==> src/rtl/riscv_fetch_stage_if.sv <==
// rtl/riscv_fetch_stage_if.sv - fetch stage bus: imem port, control inputs, IF/ID outputs
// master: the fetch stage. Drives imem_addr, id_inst, id_pc, id_pc_plus4, id_valid, fetch_count.
// slave:  the surrounding core. Drives imem_inst, stall_f, flush_d, redirect_en, redirect_pc.
interface riscv_fetch_stage_if;
    logic [31:0] imem_addr;
    logic [31:0] imem_inst;
    logic        stall_f;
    logic        flush_d;
    logic        redirect_en;
    logic [31:0] redirect_pc;
    logic [31:0] id_inst;
    logic [31:0] id_pc;
    logic [31:0] id_pc_plus4;
    logic        id_valid;
    logic [31:0] fetch_count;

    modport master (
        output imem_addr, id_inst, id_pc, id_pc_plus4, id_valid, fetch_count,
        input  imem_inst, stall_f, flush_d, redirect_en, redirect_pc
    );

    modport slave (
        input  imem_addr, id_inst, id_pc, id_pc_plus4, id_valid, fetch_count,
        output imem_inst, stall_f, flush_d, redirect_en, redirect_pc
    );
endinterface

==> src/rtl/riscv_fetch_stage.sv <==
// rtl/riscv_fetch_stage.sv - RV32I IF stage with PC register and IF/ID pipeline register
// Ports:
//   clk  - rising-edge clock
//   rst  - asynchronous active-high reset
//   bus  - riscv_fetch_stage_if.master: imem address/instruction, stall/flush/redirect
//          controls, registered IF/ID outputs and the valid-fetch counter
module riscv_fetch_stage #(
    parameter logic [31:0] RESET_PC = 32'h0000_0000,
    parameter logic [31:0] NOP_INST = 32'h0000_0013
) (
    input  logic                   clk,
    input  logic                   rst,
    riscv_fetch_stage_if.master    bus
);

    logic [31:0] pc;
    logic [31:0] pc_plus4;
    logic [31:0] pc_next;
    logic        ifid_kill;
    logic        ifid_load;

    logic [31:0] id_inst_q;
    logic [31:0] id_pc_q;
    logic [31:0] id_pc_plus4_q;
    logic        id_valid_q;
    logic [31:0] fetch_count_q;

    assign pc_plus4 = pc + 32'd4;

    // imem_addr comes straight from the PC flop so no input can reach it combinationally.
    assign bus.imem_addr = pc;

    // Redirect wins over stall; target is word-aligned by dropping the low two bits.
    always_comb begin
        pc_next = pc_plus4;
        if (bus.redirect_en) begin
            pc_next = {bus.redirect_pc[31:2], 2'b00};
        end else if (bus.stall_f) begin
            pc_next = pc;
        end
    end

    // A redirect always squashes the wrong-path instruction currently being fetched.
    assign ifid_kill = bus.redirect_en | bus.flush_d;
    assign ifid_load = ~ifid_kill & ~bus.stall_f;

    always_ff @(posedge clk or posedge rst) begin
        if (rst) begin
            pc <= RESET_PC;
        end else begin
            pc <= pc_next;
        end
    end

    always_ff @(posedge clk or posedge rst) begin
        if (rst) begin
            id_inst_q     <= NOP_INST;
            id_pc_q       <= 32'd0;
            id_pc_plus4_q <= 32'd0;
            id_valid_q    <= 1'b0;
            fetch_count_q <= 32'd0;
        end else if (ifid_kill) begin
            id_inst_q     <= NOP_INST;
            id_pc_q       <= 32'd0;
            id_pc_plus4_q <= 32'd0;
            id_valid_q    <= 1'b0;
        end else if (ifid_load) begin
            id_inst_q     <= bus.imem_inst;
            id_pc_q       <= pc;
            id_pc_plus4_q <= pc_plus4;
            id_valid_q    <= 1'b1;
            fetch_count_q <= fetch_count_q + 32'd1;
        end
    end

    assign bus.id_inst     = id_inst_q;
    assign bus.id_pc       = id_pc_q;
    assign bus.id_pc_plus4 = id_pc_plus4_q;
    assign bus.id_valid    = id_valid_q;
    assign bus.fetch_count = fetch_count_q;

endmodule

==> src/flat_wrapper.sv <==
// flat-port wrapper written by rule: the top's interface ports become plain ports
module riscv_fetch_stage_flat 
#(
    parameter logic [31:0] RESET_PC = 32'h0000_0000,
    parameter logic [31:0] NOP_INST = 32'h0000_0013
)
  (clk, rst, bus_imem_addr, bus_id_inst, bus_id_pc, bus_id_pc_plus4, bus_id_valid, bus_fetch_count, bus_imem_inst, bus_stall_f, bus_flush_d, bus_redirect_en, bus_redirect_pc);
  riscv_fetch_stage_if bus_i ();
  input  logic clk;
  input  logic rst;
  output wire logic [$bits(bus_i.imem_addr)-1:0] bus_imem_addr;
  output wire logic [$bits(bus_i.id_inst)-1:0] bus_id_inst;
  output wire logic [$bits(bus_i.id_pc)-1:0] bus_id_pc;
  output wire logic [$bits(bus_i.id_pc_plus4)-1:0] bus_id_pc_plus4;
  output wire logic [$bits(bus_i.id_valid)-1:0] bus_id_valid;
  output wire logic [$bits(bus_i.fetch_count)-1:0] bus_fetch_count;
  input wire logic [$bits(bus_i.imem_inst)-1:0] bus_imem_inst;
  input wire logic [$bits(bus_i.stall_f)-1:0] bus_stall_f;
  input wire logic [$bits(bus_i.flush_d)-1:0] bus_flush_d;
  input wire logic [$bits(bus_i.redirect_en)-1:0] bus_redirect_en;
  input wire logic [$bits(bus_i.redirect_pc)-1:0] bus_redirect_pc;
  assign bus_imem_addr = bus_i.imem_addr;
  assign bus_id_inst = bus_i.id_inst;
  assign bus_id_pc = bus_i.id_pc;
  assign bus_id_pc_plus4 = bus_i.id_pc_plus4;
  assign bus_id_valid = bus_i.id_valid;
  assign bus_fetch_count = bus_i.fetch_count;
  assign bus_i.imem_inst = bus_imem_inst;
  assign bus_i.stall_f = bus_stall_f;
  assign bus_i.flush_d = bus_flush_d;
  assign bus_i.redirect_en = bus_redirect_en;
  assign bus_i.redirect_pc = bus_redirect_pc;
  riscv_fetch_stage #(.RESET_PC(RESET_PC), .NOP_INST(NOP_INST)) u_core (.clk(clk), .rst(rst), .bus(bus_i));
endmodule
==> config.mk <==
export PLATFORM = sky130hd
export DESIGN_NAME = riscv_fetch_stage_flat
export DESIGN_NICKNAME = d
export VERILOG_FILES = /design/src/rtl/riscv_fetch_stage_if.sv /design/src/rtl/riscv_fetch_stage.sv /design/src/flat_wrapper.sv
export SDC_FILE = /design/constraint.sdc
export NUM_CORES = 1
export LEC_CHECK = 0
export CAP_MARGIN = 0
export CORE_MARGIN = 1.5
export CORE_UTILIZATION = 45
export CTS_CLUSTER_DIAMETER = 30
export DETAILED_ROUTE_END_ITERATION = 16
export GPL_ROUTABILITY_DRIVEN = 0
export MAX_ROUTING_LAYER = met4
export PLACE_DENSITY = 0.86
export SLEW_MARGIN = 20
export SYNTH_ARGS = -nofsm -noshare
export SYNTH_HDL_FRONTEND = slang
export SYNTH_SLANG_ARGS = --single-unit
==> constraint.sdc <==
create_clock -name clk -period 10.9 [get_ports clk]
set_input_delay 1.635 -clock clk [delete_from_list [all_inputs] [get_ports clk]]
set_output_delay 1.635 -clock clk [all_outputs]
set_load 0.005 [all_outputs]
==> flow_summary.ini, run 1 <==
[die]
core_area_mm2 = 0.0151
dieArea_mm2 = 0.0162
num_rows = 45
die_y_um = 127
io-pin-count = 230
die_x_um = 127
start_util_pct = 45.8

[final_layout]
layout_common_cells = 220 x clkdlybuf4s50_1, 152 x dfrtp_1, 82 x nand2_1
n_antenna_cell = 0
drive_above_1_share_pct = 6.66
final_cell_area_mm2 = 0.00986
areaGrowthSynthToFinish_pct = 41.9
final_net_count = 899
fillers = 1205
layout_commonest_cell = clkdlybuf4s50_1

[yosys]
synth_cell_type_count = 41
async_flop_share_pct = 100
synth_area_leaders = dfrtp_1 55%, a22o_1 7.4%, xnor2_1 6.3%
synth_xor_xnor_area_share_pct = 11.0
syn_inst = 632
synth_top_family_by_area = simple AND/OR/NAND/NOR gates
synth_adder_area_share_pct = 0.360
yosysTopAreaCellShare_pct = 54.8
seq_area_frac_synth_pct = 55.9
yosys_register_bits = 155
synth_edf_count = 0
synth_area_per_cell_um2 = 11.0
synthSimpleGateAreaFrac_pct = 16.3
synth_area_leader_cell = dfrtp_1
syn_area_mm2 = 0.00694
ys_warn_count = 0
ys_dominant_reg_cell = dfrtp_1
synth_compound_area_share_pct = 12.2
muxShareOfSynthArea_pct = 0.306

[pwr]
p_per_area_mw_per_mm2 = 150
p_total_mw = 1.48
clock_power_share_pct = 44.6
seqPwrFrac_pct = 43.9
power_frac_comb_pct = 11.5
power.switching_uw = 351
p_int_mw = 1.13
swShare_pct = 23.8
p_leak_nw = 4.16
peakVddDrop_v = 0.0000965

[global_routing]
overflow = 0
antenna_found_initial = 0
grt_pass1_vias = 5473
grtUsageTotal_pct = 24.5
grt_first_pass_wirelength_um = 29700
grt_max_degree = 106

[route]
drc_errors = 0
dr_total_vias = 5509
wire_per_inst_um = 18.1
dr.pass1.iters = 4
routed_wl_um = 18700
postRouteAntennaNets = 0
routed_via_density = 5.35
drt_iter0_drc = 349

[clock_network]
numCtsBuffers = 17
clk_pin_slew_ns = 0.06
clock_latency_ns = 0.42
cts.hold.buffers_added = 0
cts_setup_buffers = 0
cts_sinks = 155
cts-htree-levels = 4
cts_resized = 0
clock_path_buffers = 2
cts_root_buffer = clkbuf_16
cts_tree = yes

[timing]
drv_slew = 0
maxClockFrequency_mhz = 266
hold_viol_final = 0
rsz0062_at_grt = false
whs_ns = 0.475
setup_tns_ns = 0
worst_pin_slew_ns = 1.04
slew_headroom_pct = 30.5
period_needed_ns = 3.76
layout_worst_path_cycle_share_pct = 34.5
setup_viol = 0
fin_worst_skew_ns = 0.00841

[hold_path]
hold_path_class = reg -> reg
min_path_cells = 1

[setup_path]
cp_slowest_stage_delay_ns = 0.97
worstRegToRegCells = 7
critPathBufInv = 1
worstPathArrival_ns = 4.08
critPathMaxFanout = 18
path_delay_family = simple AND/OR/NAND/NOR gates
crit_chain = clkdlybuf4s50_1, nor3_1, nand3_1, xor2_1, o21ai_0
crit_cells = 5
required_ns = 11.22
critical_path.startpoint_type = input pin
end_kind = flip-flop
critical_path.slowest_cell = nor3_1
critPathKind = in -> reg

[placed_design]
place_hpwl_um = 12400
post_dp_cell_area_mm2 = 0.00919
port_buffers = 221

[flow_run]
maxCapViolations = 0

[run_status]
outcome = finished clean
power groups by stage:
| stage | Clock, mW | Sequential [mW] | Combinational, mW |
|---|---|---|---|
| detailed placement | 0 | 0.658 | 0.171 |
| global route | 0.696 | 0.654 | 0.185 |
| global placement | 0 | 0.657 | 0.168 |
| finish | 0.659 | 0.649 | 0.169 |
| CTS | 0.671 | 0.648 | 0.172 |
| floorplan | 0 | 0.645 | 0.0776 |
path summary, 6_finish.rpt:
| path | to | from | slack (ns) |
|---|---|---|---|
| worst max register to register | u_core.bus.id_pc_plus4[22] | u_core.bus.imem_addr[2] | 8.62 |
| max in group asynchronous | u_core.bus.id_pc[30] | rst | 7.82 |
| min in group asynchronous | u_core.bus.id_inst[16] | rst | 1.80 |
| worst max-delay path | u_core.bus.imem_addr[21] | bus_stall_f | 7.14 |
| worst min-delay path | u_core.bus.id_pc[30] | u_core.bus.id_pc[30] | 0.47 |
| worst min register to register | u_core.bus.id_pc[30] | u_core.bus.id_pc[30] | 0.47 |
state kept, by name (all words and copies together) (netlist names):
name	flops
u_core.bus.id_pc	30
u_core.bus.id_inst	32
u_core.bus.id_pc_plus4	30
u_core.bus.fetch_count	32
u_core.bus.imem_addr	30
u_core.bus.id_valid	1
worst reg2reg max path, cell delays in order, from the launching register on:
cell and delay [ns]:
dfrtp_1 0.48, ha_1 0.27, nand3_1 0.22, nor2_1 0.39, buf_4 0.28, nand4_1 0.13
xor2_1 0.19, o21ai_0 0.21
Yosys cell counts (all sizes together) (3+ instances only):
cell type,instances
clkbuf,33
nor3,9
nand2,82
dfrtp,152
a22o,59
and3,15
and2,13
xnor2,50
and4,9
nor2,13
nand4,27
nor4,4
nand3,30
dfstp,3
xor2,37
o21ai,57
o22a,3
buf,21
stage by stage:
step,worst slack [ns],std cells,utilization [%]
5_1_grt,6.90,1029,65.1
3_5_place_dp,6.69,997,60.7
3_3_place_gp,6.71,997,60.7
4_1_cts,7.12,1029,65.1
6_report,7.14,1029,65.1
2_1_floorplan,5.09,637,-
logic make-up (layout without fill, tap and decap cells):
kind of cell	count (synthesis)	count (layout)
xor gates and xnor gates	87	87
muxes	2	2
buffers and inverters	56	260
DFF	155	155
other	1	6
AOI/OAI and AO/OA	121	121
and+or+nand+nor	208	208
adders and majority gates	2	2
per-layer routing:
metal  wire length [um]  part of all wire (%)  up-vias  GRT usage [%]
met5                  0                     0        -              -
met4                388                   2.1        0           8.76
met3               1140                   6.1       23           5.82
met2               8950                    48      206           38.4
met1               8170                    44     2681           31.2
li1                   -                     -     2599              -
cell type report:
class                   count  area (um2)  area share [%]
clock buffers              19         453            4.60
well taps                 188         235            2.39
inverters                   2        12.5           0.127
multi-input cells         426        2810            28.6
flip-flops and latches    155        3880            39.4
repair buffers            226        2240            22.8
clock inverters            13         214            2.17
No activity file was read; power rests on OpenSTA's default activity.
==> run 2, diff against run 1 <==
==> constraint.sdc (replaced) <==
create_clock -name clk -period 3.5 [get_ports clk]
set_input_delay 0.525 -clock clk [delete_from_list [all_inputs] [get_ports clk]]
set_output_delay 0.525 -clock clk [all_outputs]
set_load 0.005 [all_outputs]
==> flow_summary.ini, run 2 (synthesized netlist as in run 1, its figures left out) <==
[timing]
slew_headroom_pct = 44.0
period_needed_ns = 2.44
worst_pin_slew_ns = 0.840
hold_viol_final = 0
setup_tns_ns = 0
fin_worst_skew_ns = 0.00974
drv_slew = 0
worst_slack_ns = 1.06
rsz0062_at_grt = false
layout_worst_path_cycle_share_pct = 69.7
maxClockFrequency_mhz = 410
setup_viol = 0

[flow_run]
maxCapViolations = 0

[route]
postRouteAntennaNets = 0
drc_errors = 0
drt_iter0_drc = 324
routed_via_density = 5.40
wire_per_inst_um = 18.0
dr.pass1.iters = 5
dr_total_vias = 5581
routed_wl_um = 18600

[pwr]
p_total_mw = 4.46
swShare_pct = 24.2
seqPwrFrac_pct = 45.4
power_frac_comb_pct = 12.0
p_int_mw = 3.38
power.switching_mw = 1.08
p_leak_nw = 4.16
p_per_area_mw_per_mm2 = 452
peakVddDrop_v = 0.000337
clock_power_share_pct = 42.7

[setup_path]
cp-endpoint = u_core.bus.imem_addr[30]
worstRegToRegCells = 7
crit_chain = clkdlybuf4s50_1, nand2b_1, nor2_2, nand4_1, xnor2_1, mux2_2
crit_cells = 6
critical_path.slowest_cell = clkdlybuf4s50_1
cp_slowest_stage_delay_ns = 0.76
r2r_start = u_core.bus.imem_addr[2]
critical_path.startpoint_type = input pin
rrSetupSlack_ns = 1.31
required_ns = 3.80
critPathBufInv = 1
end_kind = flip-flop
critPathKind = in -> reg
critPathMaxFanout = 12
path_delay_family = simple AND/OR/NAND/NOR gates
worstPathArrival_ns = 2.73
crit_start = bus_stall_f
r2r_end = u_core.bus.id_pc_plus4[14]

[final_layout]
final-seq-area_mm2 = 0.00388
layout_common_cells = 220 x clkdlybuf4s50_1, 152 x dfrtp_1, 82 x nand2_1
final_net_count = 904
n_antenna_cell = 0
final_cell_area_mm2 = 0.00985
drive_above_1_share_pct = 7.09
multi_input_area_mm2 = 0.00281
areaGrowthSynthToFinish_pct = 41.8
fillers = 1165
layoutNonFillerInstCount = 1034
layout_commonest_cell = clkdlybuf4s50_1

[die]
num_rows = 45
die_y_um = 127
die_x_um = 127
start_util_pct = 45.8
io-pin-count = 230
core_area_mm2 = 0.0151
dieArea_mm2 = 0.0162

[clock_network]
clk_pin_slew_ns = 0.06
clock_latency_ns = 0.42
clock_path_buffers = 2
cts_sinks = 155
cts_setup_buffers = 0
cts_tree = yes
cts_root_buffer = clkbuf_16
cts-htree-levels = 4
cts.hold.buffers_added = 0
numCtsBuffers = 17
cts_resized = 0

[global_routing]
overflow = 0
antenna_found_initial = 0
grt_first_pass_wirelength_um = 29900
grt_pass1_vias = 5480
grtUsageTotal_pct = 24.5
grt_max_degree = 156

[placed_design]
post-place-ws_ns = 0.693
place_hpwl_um = 12600
post_dp_cell_area_mm2 = 0.00924
port_buffers = 221
place_inst = 1002

[run_status]
outcome = finished clean

[hold_path]
hold_path_class = reg -> reg
==> run 2: metal layers <==
metal / track usage [%] / wire length, um / vias to the layer above / share of wire (%)
met3: 6.07 / 1240 / 22 / 6.6
li1: - / - / 2604 / -
met4: 7.02 / 276 / 0 / 1.5
met5: - / 0 / - / 0
met1: 31.9 / 8250 / 2727 / 44
met2: 38.4 / 8860 / 228 / 48
==> run 2: through the flow <==
step | utilization, % | hold WS (ns)
3_5_place_dp | 61.0 | 0.464
6_report | 65.0 | 0.466
5_1_grt | 65.0 | 0.499
2_1_floorplan | - | 0.468
4_1_cts | 65.0 | 0.474
3_3_place_gp | 61.0 | 0.460
==> run 2: worst register-to-register path, delay by kind of cell (launching register included) <==
kind,cells,cell delay [ns]
flip-flops,1,0.47
AND/OR/NAND/NOR,3,0.76
buffers and inverters,1,0.28
adder cells (fa/ha/maj),1,0.26
XOR/XNOR,1,0.16
AO/OA/AOI/OAI,1,0.16
==> run 2: worst min path at each step <==
stage | startpoint | endpoint | slack, ns | cells past startpoint
CTS | u_core.bus.fetch_count[31] | u_core.bus.fetch_count[31] | 0.47 | 1
finish | u_core.bus.fetch_count[31] | u_core.bus.fetch_count[31] | 0.47 | 1
global placement | u_core.bus.id_valid | u_core.bus.id_valid | 0.46 | 2
detailed placement | u_core.bus.id_valid | u_core.bus.id_valid | 0.46 | 2
floorplan | u_core.bus.fetch_count[31] | u_core.bus.fetch_count[31] | 0.47 | 1
global route | u_core.bus.id_pc_plus4[15] | u_core.bus.id_pc_plus4[15] | 0.50 | 2
==> run 2: final cells by class <==
cell class | count | share of cell area [%]
flip-flops and latches | 155 | 39.4
multi-input cells | 426 | 28.6
repair buffers | 231 | 23.3
clock buffers | 21 | 4.78
well taps | 188 | 2.39
clock inverters | 11 | 1.44
inverters | 2 | 0.114
==> run 2: power groups by stage <==
stage | registers, mW | logic, mW | clock network (mW)
detailed placement | 2.05 | 0.537 | 0
CTS | 2.02 | 0.539 | 1.94
global placement | 2.05 | 0.527 | 0
global route | 2.04 | 0.584 | 2.02
finish | 2.02 | 0.533 | 1.90
floorplan | 2.01 | 0.242 | 0
==> run 3, diff against run 2 <==
==> constraint.sdc (replaced) <==
create_clock -name clk -period 2.5 [get_ports clk]
set_input_delay 0.375 -clock clk [delete_from_list [all_inputs] [get_ports clk]]
set_output_delay 0.375 -clock clk [all_outputs]
set_load 0.005 [all_outputs]
==> flow_summary.ini, run 3 (synthesized netlist as in run 1, its figures left out) <==
[run_status]
outcome = finished clean

[timing]
rsz0062_at_grt = false
hold_viol_final = 0
worst_pin_slew_ns = 0.658
slew_headroom_pct = 55.8
worst_slack_ns = 0.454
fin_worst_skew_ns = 0.00423
setup_viol = 0
maxClockFrequency_mhz = 489
period_needed_ns = 2.05
setup_tns_ns = 0
whs_ns = 0.440
drv_slew = 0
layout_worst_path_cycle_share_pct = 81.9

[pwr]
p_total_mw = 6.51
p_per_area_mw_per_mm2 = 648
p_leak_nw = 4.26
peakVddDrop_v = 0.000481

[die]
die_y_um = 127
dieArea_mm2 = 0.0162
num_rows = 45
start_util_pct = 45.8
core_area_mm2 = 0.0151
die_x_um = 127
io-pin-count = 230

[setup_path]
critPathKind = reg -> reg
critical_path.slowest_cell = nor4_1
worstPathArrival_ns = 2.39
path_delay_family = simple AND/OR/NAND/NOR gates
critPathMaxFanout = 7
cp_slowest_stage_delay_ns = 0.53
required_ns = 2.84
crit_chain = ha_1, nand3_1, nor4_1, nand4_1, xor2_1, o21ai_0
critPathBufInv = 0
critical_path.startpoint_type = flip-flop
end_kind = flip-flop

[global_routing]
antenna_found_initial = 0
overflow = 0
grt_first_pass_wirelength_um = 30000
use_met1_pct = 31.4
gr-max-usage-layer = met2
grt_pass1_vias = 5632
use_met2_pct = 37.1
grt_max_degree = 97
met3_usage_pct = 6.45
grtUsageTotal_pct = 24.6

[clock_network]
cts_root_buffer = clkbuf_16
cts_setup_buffers = 0
cts.hold.buffers_added = 0
clk_pin_slew_ns = 0.06
cts_resized = 0
cts_tree = yes
clock_latency_ns = 0.42
numCtsBuffers = 17
cts_sinks = 155
clock_path_buffers = 2
cts-htree-levels = 4

[route]
drc_errors = 0
wire_per_inst_um = 17.9
routed_wl_um = 18800
routed_via_density = 5.41
dr.pass1.iters = 6
postRouteAntennaNets = 0
dr_total_vias = 5659
drt_iter0_drc = 303

[placed_design]
post-place-ws_ns = 0.274
port_buffers = 221
place_hpwl_um = 13200

[final_layout]
utilization_pct = 66.4
n_antenna_cell = 0
final_net_count = 916
layout_commonest_cell = clkdlybuf4s50_1
areaGrowthSynthToFinish_pct = 44.7
layout_common_cells = 220 x clkdlybuf4s50_1, 152 x dfrtp_1, 82 x nand2_1
drive_above_1_share_pct = 8.51
fillers = 1159

[flow_run]
maxCapViolations = 0

[hold_path]
hold_path_class = in -> async
## run 3: area by class of cell
| type | instances | area (um2) | area share [%] |
|---|---|---|---|
| clock buffers | 17 | 425 | 4.23 |
| clock inverters | 15 | 248 | 2.46 |
| inverters | 2 | 11.3 | 0.112 |
| multi-input cells | 426 | 2810 | 28.0 |
| flip-flops and latches | 155 | 3880 | 38.6 |
| well taps | 188 | 235 | 2.34 |
| repair buffers | 243 | 2430 | 24.2 |
## run 3: metal layers
layer,vias to the layer above,share of wire [%]
met5,-,0
met4,0,3.2
met3,40,6.5
met2,208,47
met1,2763,43
li1,2648,-
## run 3: power by group
group	total, mW	internal [mW]	switching [mW]
combinational	0.774	0.459	0.315
sequential	2.82	2.64	0.180
clock	2.92	1.87	1.04
total	6.51	4.97	1.54
## run 3: path summary, 6_finish.rpt
kind | startpoint | endpoint | slack, ns | cells past startpoint
min in group clk | bus_redirect_en | u_core.bus.imem_addr[2] | 0.46 | 4
worst max-delay path | u_core.bus.imem_addr[2] | u_core.bus.imem_addr[18] | 0.45 | 6
worst min register to register | u_core.bus.fetch_count[31] | u_core.bus.fetch_count[31] | 0.47 | 1
worst max register to register | u_core.bus.imem_addr[2] | u_core.bus.imem_addr[18] | 0.45 | 6
max in group asynchronous | rst | u_core.bus.id_pc_plus4[15] | 1.58 | 3
worst min-delay path | rst | u_core.bus.id_inst[15] | 0.44 | 3
## run 3: worst register-to-register path, cell delays in order (launching register included)
cell and delay, ns:
dfrtp_1 0.48, ha_1 0.27, nand3_1 0.22, nor4_1 0.53, nand4_1 0.18, xor2_1 0.17, o21ai_0 0.13
## run 3: through the flow
step	area [um2]	instances
after global routing	10100	1046
final	10100	1046
after floorplan	6970	637
after detailed placement	9380	1014
after global placement	9380	1014
after CTS	10100	1046
